==> config.mk <==
export PLATFORM = sky130hd
export DESIGN_NAME = borders_draw_gen
export DESIGN_NICKNAME = d
export VERILOG_FILES = /design/src/rtl/borders_pkg.sv /design/src/rtl/border_flash_timer.sv /design/src/rtl/borders_draw_gen.sv
export SDC_FILE = /design/constraint.sdc
export NUM_CORES = 1
export LEC_CHECK = 0
export CAP_MARGIN = 20
export CORE_AREA = 2 2 53 80
export DETAILED_ROUTE_END_ITERATION = 10
export DIE_AREA = 0 0 55 82
export PLACE_DENSITY_LB_ADDON = 0.1
export SYNTH_ARGS = -nofsm -noshare
export SYNTH_HDL_FRONTEND = slang
export SYNTH_HIERARCHICAL = 1
export SYNTH_SLANG_ARGS = --single-unit
==> constraint.sdc <==
create_clock -name clk -period 3.3 [get_ports clk]
set_input_delay 0.495 -clock clk [delete_from_list [all_inputs] [get_ports clk]]
set_output_delay 0.495 -clock clk [all_outputs]
set_load 0.03 [all_outputs]
==> src/rtl/borders_pkg.sv <==
// Shared types and constants for the border layer: side encoding, flash FSM
// states, default colours and the pixel coordinate width.
package borders_pkg;

   localparam int         COORD_W          = 11;
   localparam logic [7:0] BORDER_COLOR_DEF = 8'h92;
   localparam logic [7:0] FLASH_COLOR_DEF  = 8'hE0;
   localparam logic [7:0] COLOR_STEP       = 8'h25;

   typedef enum logic [1:0] {
      SIDE_TOP    = 2'd0,
      SIDE_LEFT   = 2'd1,
      SIDE_RIGHT  = 2'd2,
      SIDE_BOTTOM = 2'd3
   } side_t;

   typedef enum logic {
      IDLE  = 1'b0,
      FLASH = 1'b1
   } flash_state_t;

endpackage

==> src/rtl/border_flash_timer.sv <==
// Frame-timed flash controller: latches hit sides, counts frames down and
// blinks. flash_active bit n (side_t order) is 1 while side n shows the flash colour.
module border_flash_timer
   import borders_pkg::*;
#(
   parameter int FLASH_FRAMES = 16,
   parameter int BLINK_FRAMES = 4
) (
   input  logic         clk,
   input  logic         resetN,
   input  logic         start_of_frame,
   input  logic         hit_req,
   input  logic [1:0]   hit_side,
   output logic [3:0]   flash_active,
   output flash_state_t state
);

   localparam logic [7:0] FLASH_LOAD = 8'(FLASH_FRAMES);
   localparam logic [5:0] BLINK_LAST = 6'(BLINK_FRAMES - 1);

   logic [3:0] flash_mask;
   logic [7:0] flash_cnt;
   logic [5:0] blink_cnt;
   logic       blink_on;

   // A hit always takes precedence over a frame tick in the same cycle.
   always_ff @(posedge clk or negedge resetN) begin
      if (!resetN) begin
         state      <= IDLE;
         flash_mask <= 4'b0000;
         flash_cnt  <= 8'd0;
         blink_cnt  <= 6'd0;
         blink_on   <= 1'b0;
      end else begin
         case (state)
            IDLE: begin
               if (hit_req) begin
                  state      <= FLASH;
                  flash_mask <= 4'b0001 << hit_side;
                  flash_cnt  <= FLASH_LOAD;
                  blink_cnt  <= 6'd0;
                  blink_on   <= 1'b1;
               end
            end
            FLASH: begin
               if (hit_req) begin
                  flash_mask <= flash_mask | (4'b0001 << hit_side);
                  flash_cnt  <= FLASH_LOAD;
               end else if (start_of_frame) begin
                  flash_cnt <= flash_cnt - 8'd1;
                  if (blink_cnt == BLINK_LAST) begin
                     blink_cnt <= 6'd0;
                     blink_on  <= ~blink_on;
                  end else begin
                     blink_cnt <= blink_cnt + 6'd1;
                  end
                  if (flash_cnt == 8'd1) begin
                     state      <= IDLE;
                     flash_mask <= 4'b0000;
                     blink_cnt  <= 6'd0;
                     blink_on   <= 1'b0;
                  end
               end
            end
            default: state <= IDLE;
         endcase
      end
   end

   assign flash_active = flash_mask & {4{blink_on}};

endmodule

==> src/rtl/borders_draw_gen.sv <==
// Border layer producer: registered region decode and per-side colour.
// Optional BORDER_COLOR_CYCLE_EN steps the base colour every 32 frames.
module borders_draw_gen
   import borders_pkg::*;
#(
   parameter int         SCREEN_W     = 640,
   parameter int         SCREEN_H     = 480,
   parameter int         THICK        = 8,
   parameter logic [7:0] BORDER_COLOR = BORDER_COLOR_DEF,
   parameter logic [7:0] FLASH_COLOR  = FLASH_COLOR_DEF,
   parameter int         FLASH_FRAMES = 16,
   parameter int         BLINK_FRAMES = 4
) (
   input  logic               clk,
   input  logic               resetN,
   input  logic [COORD_W-1:0] pixelX,
   input  logic [COORD_W-1:0] pixelY,
   input  logic               startOfFrame,
   input  logic               hit_req,
   input  logic [1:0]         hit_side,
   output logic               top_DR,
   output logic               left_DR,
   output logic               right_DR,
   output logic               bottom_DR,
   output logic [7:0]         top_RGB,
   output logic [7:0]         left_RGB,
   output logic [7:0]         right_RGB,
   output logic [7:0]         bottom_RGB
);

   localparam logic [COORD_W-1:0] W_LIM  = COORD_W'(SCREEN_W);
   localparam logic [COORD_W-1:0] H_LIM  = COORD_W'(SCREEN_H);
   localparam logic [COORD_W-1:0] T_LIM  = COORD_W'(THICK);
   localparam logic [COORD_W-1:0] R_EDGE = COORD_W'(SCREEN_W - THICK);
   localparam logic [COORD_W-1:0] B_EDGE = COORD_W'(SCREEN_H - THICK);

   logic [3:0]   flash_active;
   logic [3:0]   flash_on;
   flash_state_t flash_state;
   logic         visible;
   logic [3:0]   region;
   logic [3:0]   dr_q;
   logic [7:0]   rgb_q [4];
   logic [7:0]   base_color;

   border_flash_timer #(
      .FLASH_FRAMES (FLASH_FRAMES),
      .BLINK_FRAMES (BLINK_FRAMES)
   ) u_flash_timer (
      .clk            (clk),
      .resetN         (resetN),
      .start_of_frame (startOfFrame),
      .hit_req        (hit_req),
      .hit_side       (hit_side),
      .flash_active   (flash_active),
      .state          (flash_state)
   );

`ifdef BORDER_COLOR_CYCLE_EN
   logic [4:0] frame_cnt;

   always_ff @(posedge clk or negedge resetN) begin
      if (!resetN) begin
         frame_cnt  <= 5'd0;
         base_color <= BORDER_COLOR;
      end else if (startOfFrame) begin
         frame_cnt <= frame_cnt + 5'd1;
         if (frame_cnt == 5'd31) base_color <= base_color + COLOR_STEP;
      end
   end
`else
   assign base_color = BORDER_COLOR;
`endif

   // Flash mask only means something while the timer is in FLASH.
   assign flash_on = (flash_state == FLASH) ? flash_active : 4'b0000;

   always_comb begin
      visible             = (pixelX < W_LIM) && (pixelY < H_LIM);
      region              = 4'b0000;
      region[SIDE_TOP]    = visible && (pixelY < T_LIM);
      region[SIDE_LEFT]   = visible && (pixelX < T_LIM);
      region[SIDE_RIGHT]  = visible && (pixelX >= R_EDGE);
      region[SIDE_BOTTOM] = visible && (pixelY >= B_EDGE);
   end

   always_ff @(posedge clk or negedge resetN) begin
      if (!resetN) begin
         dr_q <= 4'b0000;
         for (int i = 0; i < 4; i++) rgb_q[i] <= 8'h00;
      end else begin
         dr_q <= region;
         for (int i = 0; i < 4; i++)
            rgb_q[i] <= region[i] ? (flash_on[i] ? FLASH_COLOR : base_color) : 8'h00;
      end
   end

   assign top_DR     = dr_q[SIDE_TOP];
   assign left_DR    = dr_q[SIDE_LEFT];
   assign right_DR   = dr_q[SIDE_RIGHT];
   assign bottom_DR  = dr_q[SIDE_BOTTOM];
   assign top_RGB    = rgb_q[SIDE_TOP];
   assign left_RGB   = rgb_q[SIDE_LEFT];
   assign right_RGB  = rgb_q[SIDE_RIGHT];
   assign bottom_RGB = rgb_q[SIDE_BOTTOM];

endmodule

; After elaboration in Yosys (flattened, before gate mapping)
; Cells that the tools add are included.
[totals]
reg_bits = 56
input_bits = 28
out_inout_bits = 36
elab_cells = 75
[op_classes]
add_sub_neg = 2
order_cmp = 6
n_eq_ne = 8
shift = 1
mux = 35
bitwise_logic = 4
reduce_logical = 9
[ops]
columns = operator, count
row1 = 2-to-1 mux 8 bit, 7
row2 = 2-to-1 mux 6 bit, 5
row3 = 2-to-1 mux 7 bit, 4
row4 = "< comparator 11 x 4 -> 1 bit, second input constant", 2
row5 = 2-to-1 mux 4 bit, 5
row6 = one-hot mux 8 bit (2 select lines), 1
row7 = one-hot mux 6 bit (2 select lines), 1
row8 = ">= comparator 11 x 10 -> 1 bit, second input constant", 1
row9 = ">= comparator 11 x 9 -> 1 bit, second input constant", 1
row10 = "< comparator 11 x 10 -> 1 bit, second input constant", 1
row11 = "< comparator 11 x 9 -> 1 bit, second input constant", 1
row12 = 2-to-1 mux 1 bit, 9
row13 = "inequality test 3 bit, second input constant", 3
row14 = "equality test 8 x 1 -> 1 bit, second input constant", 1
row15 = one-hot mux 4 bit (2 select lines), 1
row16 = "subtractor 8 x 1 -> 8 bit, second input constant", 1
row17 = "adder 6 x 1 -> 6 bit, second input constant", 1
row18 = "equality test 6 x 2 -> 1 bit, second input constant", 1
row19 = "inequality test 2 bit, second input constant", 3
row20 = AND reduction 3 bit, 2
row21 = logical AND 1 bit, 5
row22 = AND 4 bit, 1
row23 = OR 4 bit, 1
row24 = one-hot mux 1 bit (2 select lines), 2
row25 = other kinds (4), 5

; Longest topological paths before layout
[depth]
depth_word = 6
ltp_mapped = 7
ltp_nobuf = 6

; By module
; Netlist, hierarchy kept.
[by_module_without_submodules]
columns = module, n_inst, cells_each, area_per_inst_um2
row1 = border_flash_timer, 1, 108, 1057.3
row2 = borders_draw_gen, 1, 67, 703.2

; Worst setup path before layout
; No wires, ideal clock.
[synth_timing]
kind = register to register
start = register u_flash_timer.state
end = register u_flash_timer.blink_cnt[0]
t_arrival_ns = 1.711
setup_slack_ns = 1.455
path_stages_with_launch = 8
path_buffers = 1
cell_sequence = dfrtp_1 clkbuf_1 inv_1 ha_1 nor2_1 nand2_1 a31oi_1 nor2_1
[synth_via]
elab_chain_cells = 3
word_cells_on_any_way = 6
[synth_lines]
columns = element, line
row1 = start: declaration, border_flash_timer.sv:15  ; output flash_state_t state
row2 = start signal: assignment, border_flash_timer.sv:29  ; state <= IDLE;
row3 = start signal: assignment, border_flash_timer.sv:38  ; state <= FLASH;
row4 = start signal: assignment, border_flash_timer.sv:58  ; state <= IDLE;
row5 = NOT 1 bit, border_flash_timer.sv:35  ; case (state)
row6 = inequality test 2 bit (no line), -
row7 = AND reduction 3 bit (no line), -
row8 = end signal: assignment, border_flash_timer.sv:55  ; blink_cnt <= blink_cnt + 6'd1;
row9 = end: declaration, border_flash_timer.sv:23  ; logic [5:0] blink_cnt;
; Several ways; a longest one is shown, not always the timed one.
; A chain may end at the register's enable or synchronous reset.

; Worst setup path in the final report
[layout_timing]
start = register u_flash_timer.state
end = register u_flash_timer.blink_cnt[2]
; The elaborated chain is that of the path after synthesis.

==> run_results.csv <==
group,metric,value,unit
synthesis,yosysUniqueCellTypes,43,
synthesis,synth_edf_count,0,
clock_tree,post_cts_buffers,0,
global_routing,grt_pass1_wl,5480,um
synthesis,synth_area_per_cell,10.1,sq um
cells_and_area,fin_nets,246,
power,p_int,0.789,mW
clock_tree,worstSkewPairLatency,0.28,ns
critical_path,crit_chain,"inv_1 > ha_1 > nor2_1 > nand2_1 > a31oi_1 > nor2_1",
timing,maxSlewViolCount,0,
flow_run,cap_viol_max_count,0,
timing,min_period,2.11,ns
placement,hpwl,2580,um
global_routing,grt_use_met2,0.302,
power,clockPowerShare,0.332,
synthesis,synth_mux_area_frac,0,
synthesis,synthSimpleGateAreaFrac,0.257,
synthesis,synthTopCellsByCount,"dfrtp_1, buf_4, nor2_1, nand2_1, inv_1",
synthesis,synth_top_area_frac,0.455,
detailed_routing,drtIter0Drc,28,
critical_path,critPathCaptureType,"flip-flop",
detailed_routing,ant_nets,0,
clock_tree,root_buffer,"clkbuf_8",
timing,finalSetupTns,0,ns
synthesis,synthArstFlopShare,1.00,
detailed_routing,viasPerCell,5.14,
synthesis,yosysSeqAreaShare,0.455,
power,switching_power,0.329,mW
clock_tree,cts_hold_buf,0,
synthesis,synth_fa_ha_area_frac,0.0355,
clock_tree,cts_tree,"yes",
detailed_routing,routedWlPerCell,13.5,um
critical_path,slowest_stage,"dfrtp_1",
floorplanning,die_x,55,um
critical_path,worstPathArrival,2.26,ns
clock_tree,clk_pin_slew,0.07,ns
critical_path,path_buf_inv,1,
worst_hold_path,hp-class,"reg -> reg",
placement,pre_cts_slack,0.931,ns
power,p_per_area,498,nW/um^2
clock_tree,cts_resized,0,
floorplanning,num_io_pins,64,
timing,finalHoldViolCount,0,
cells_and_area,drive_gt1_frac,0.0981,
critical_path,path_depth,6,
synthesis,ys_top_cells_by_area,"dfrtp_1, buf_4, nor2_1",
floorplanning,die_h,82,um
synthesis,synth-seq-cells,32,
power,p_leak,0.990,nW
floorplanning,die-area,4510,sq um
synthesis,synthXorXnorAreaFrac,0.0547,
synthesis,synth.most_common_cell,"dfrtp_1",
timing,worst_slew_pin_slew,0.561,ns
clock_tree,cts.sinks,32,
critical_path,cp_top_family,"flip-flops",
floorplanning,coreArea,3850,sq um
power,pwr-share-seq,0.442,
critical_path,cp.required,3.45,ns
timing,relSlewSlack,0.626,
synthesis,synth_top_flop_cell,"dfrtp_1",
outcome,outcome,"complete, no violations",
detailed_routing,vias,1330,
clock_tree,cts_buffer_depth,2,
clock_tree,cts_buffers,5,
timing,fmax,0.474,GHz
global_routing,grt_overflow,0,
timing,post-route-period-util,0.639,
cells_and_area,diodes,0,
timing,fin_ws,1.19,ns
critical_path,cpPeakStageDelay,0.70,ns
cells_and_area,area_growth,27.4,%
critical_path,critPathKind,"reg -> reg",
synthesis,syn-instance-count,175,
detailed_routing,drc_errors,0,
global_routing,grt_most_used_layer,"met2",
critical_path,cp_common_cell,"nor2_1",
detailed_routing,dr.pass1.iters,4,
floorplanning,rows,28,
power,p_comb_frac,0.226,
global_routing,antenna_found_initial,0,
critical_path,reg2reg_depth,6,
global_routing,grt_max_degree,33,
global_routing,met1_usage,0.179,
worst_hold_path,hold_depth,1,
synthesis,yosys_warnings,6,
clock_tree,htree_levels,2,
synthesis,synth_top_family_by_area,"simple AND/OR/NAND/NOR gates",
floorplanning,start_util,0.457,
critical_path,crit_path_start_kind,"flip-flop",
critical_path,critPathMaxFanout,19,
synthesis,synth_largest_area_cell,"dfrtp_1",
detailed_routing,wl,3490,um
power,switching_share,0.295,
synthesis,synth_area,1760,sq um
timing,setup_viol_count_final,0,
placement,gp_congestion,0.797,
critical_path,r2r_slack,1.19,ns
timing,fin_skew,0.00667,ns
global_routing,track_usage,0.169,
timing,rsz0062_at_grt,"false",
global_routing,grt_util_met3,0.0436,
synthesis,synth-compound-area-share,0.0697,
placement,port_buffers,45,
cells_and_area,fin_util,0.582,
global_routing,grt_pass1_vias,1254,
power,peakVddDrop,0.332,mV
-- area by class of cell --
| cell class | instances | area, sq um |
|---|---|---|
| Sequential cell | 32 | 801 |
| Fill cell | 340 | 1610 |
| Clock buffer | 5 | 68.8 |
| Timing Repair Buffer | 47 | 465 |
| Tap cell | 45 | 56.3 |
| Multi-Input combinational cell | 119 | 779 |
| Inverter | 8 | 30.0 |
| Clock inverter | 3 | 42.5 |
-- sequential cells by signal (all words and copies together), names as in the netlist --
signal / cells
u_flash_timer/blink_on: 1
u_flash_timer/flash_mask: 4
dr_q: 3
u_flash_timer/state: 1
u_flash_timer/blink_cnt: 6
bottom_RGB: 3
u_flash_timer/flash_cnt: 8
left_RGB: 2
top_RGB: 2
right_RGB: 2
-- path summary, 6_finish.rpt --
kind,start,endpoint
setup / recovery,u_flash_timer/state,u_flash_timer/blink_cnt[2]
hold / removal,u_flash_timer/flash_mask[0],u_flash_timer/flash_mask[0]
setup reg to reg,u_flash_timer/state,u_flash_timer/blink_cnt[2]
hold reg to reg,u_flash_timer/flash_mask[0],u_flash_timer/flash_mask[0]
max in group asynchronous,resetN,bottom_RGB[6]
min in group asynchronous,resetN,dr_q[1]
-- per-stage QoR --
stage / instance area [sq um] / cells / hold WS [ns] / power (mW)
after floorplan: 1800 / 186 / 0.199 / 0.681
after global placement: 2130 / 251 / 0.464 / 0.744
after detailed placement: 2130 / 251 / 0.467 / 0.754
after CTS: 2240 / 259 / 0.482 / 1.13
after global routing: 2240 / 259 / 0.494 / 1.18
final: 2240 / 259 / 0.481 / 1.12
-- cell families (layout without fill, tap and decap cells) --
logic type      Yosys count  after routing
other cells               1             12
buf+inv                  35             63
simple gates             73             73
xor+xnor                 11             11
flops                    32             32
compound gates           18             18
fa+ha+maj                 5              5
-- power by group through the flow --
stage | Clock (mW) | Sequential (mW) | Combinational, mW
CTS | 0.380 | 0.494 | 0.253
detailed placement | 0 | 0.502 | 0.252
global route | 0.396 | 0.502 | 0.286
floorplan | 0 | 0.487 | 0.194
finish | 0.371 | 0.494 | 0.252
global placement | 0 | 0.498 | 0.246
-- layer usage --
metal | vias to the layer above | wire [um] | part of all wire
met5 | - | 0 | 0
met4 | 0 | 55 | 0.016
met3 | 6 | 191 | 0.055
met2 | 41 | 1900 | 0.54
met1 | 637 | 1350 | 0.39
li1 | 646 | - | -
-- placed cells by master, fill, tap and decap left out, types with 3 or more instances in the layout --
| cell | n |
|---|---|
| nand4_1 | 5 |
| and2_1 | 6 |
| ha_1 | 5 |
| nand3_1 | 5 |
| clkbuf_8 | 5 |
| xnor2_1 | 4 |
| inv_1 | 8 |
| dfrtp_1 | 32 |
| clkdlybuf4s50_1 | 45 |
| a21oi_1 | 5 |
| nor2_1 | 17 |
| nand2_1 | 11 |
| nor3_1 | 6 |
| conb_1 | 12 |
| xor2_1 | 7 |
| nor4_1 | 3 |
Power figures use the tool's default switching activity.
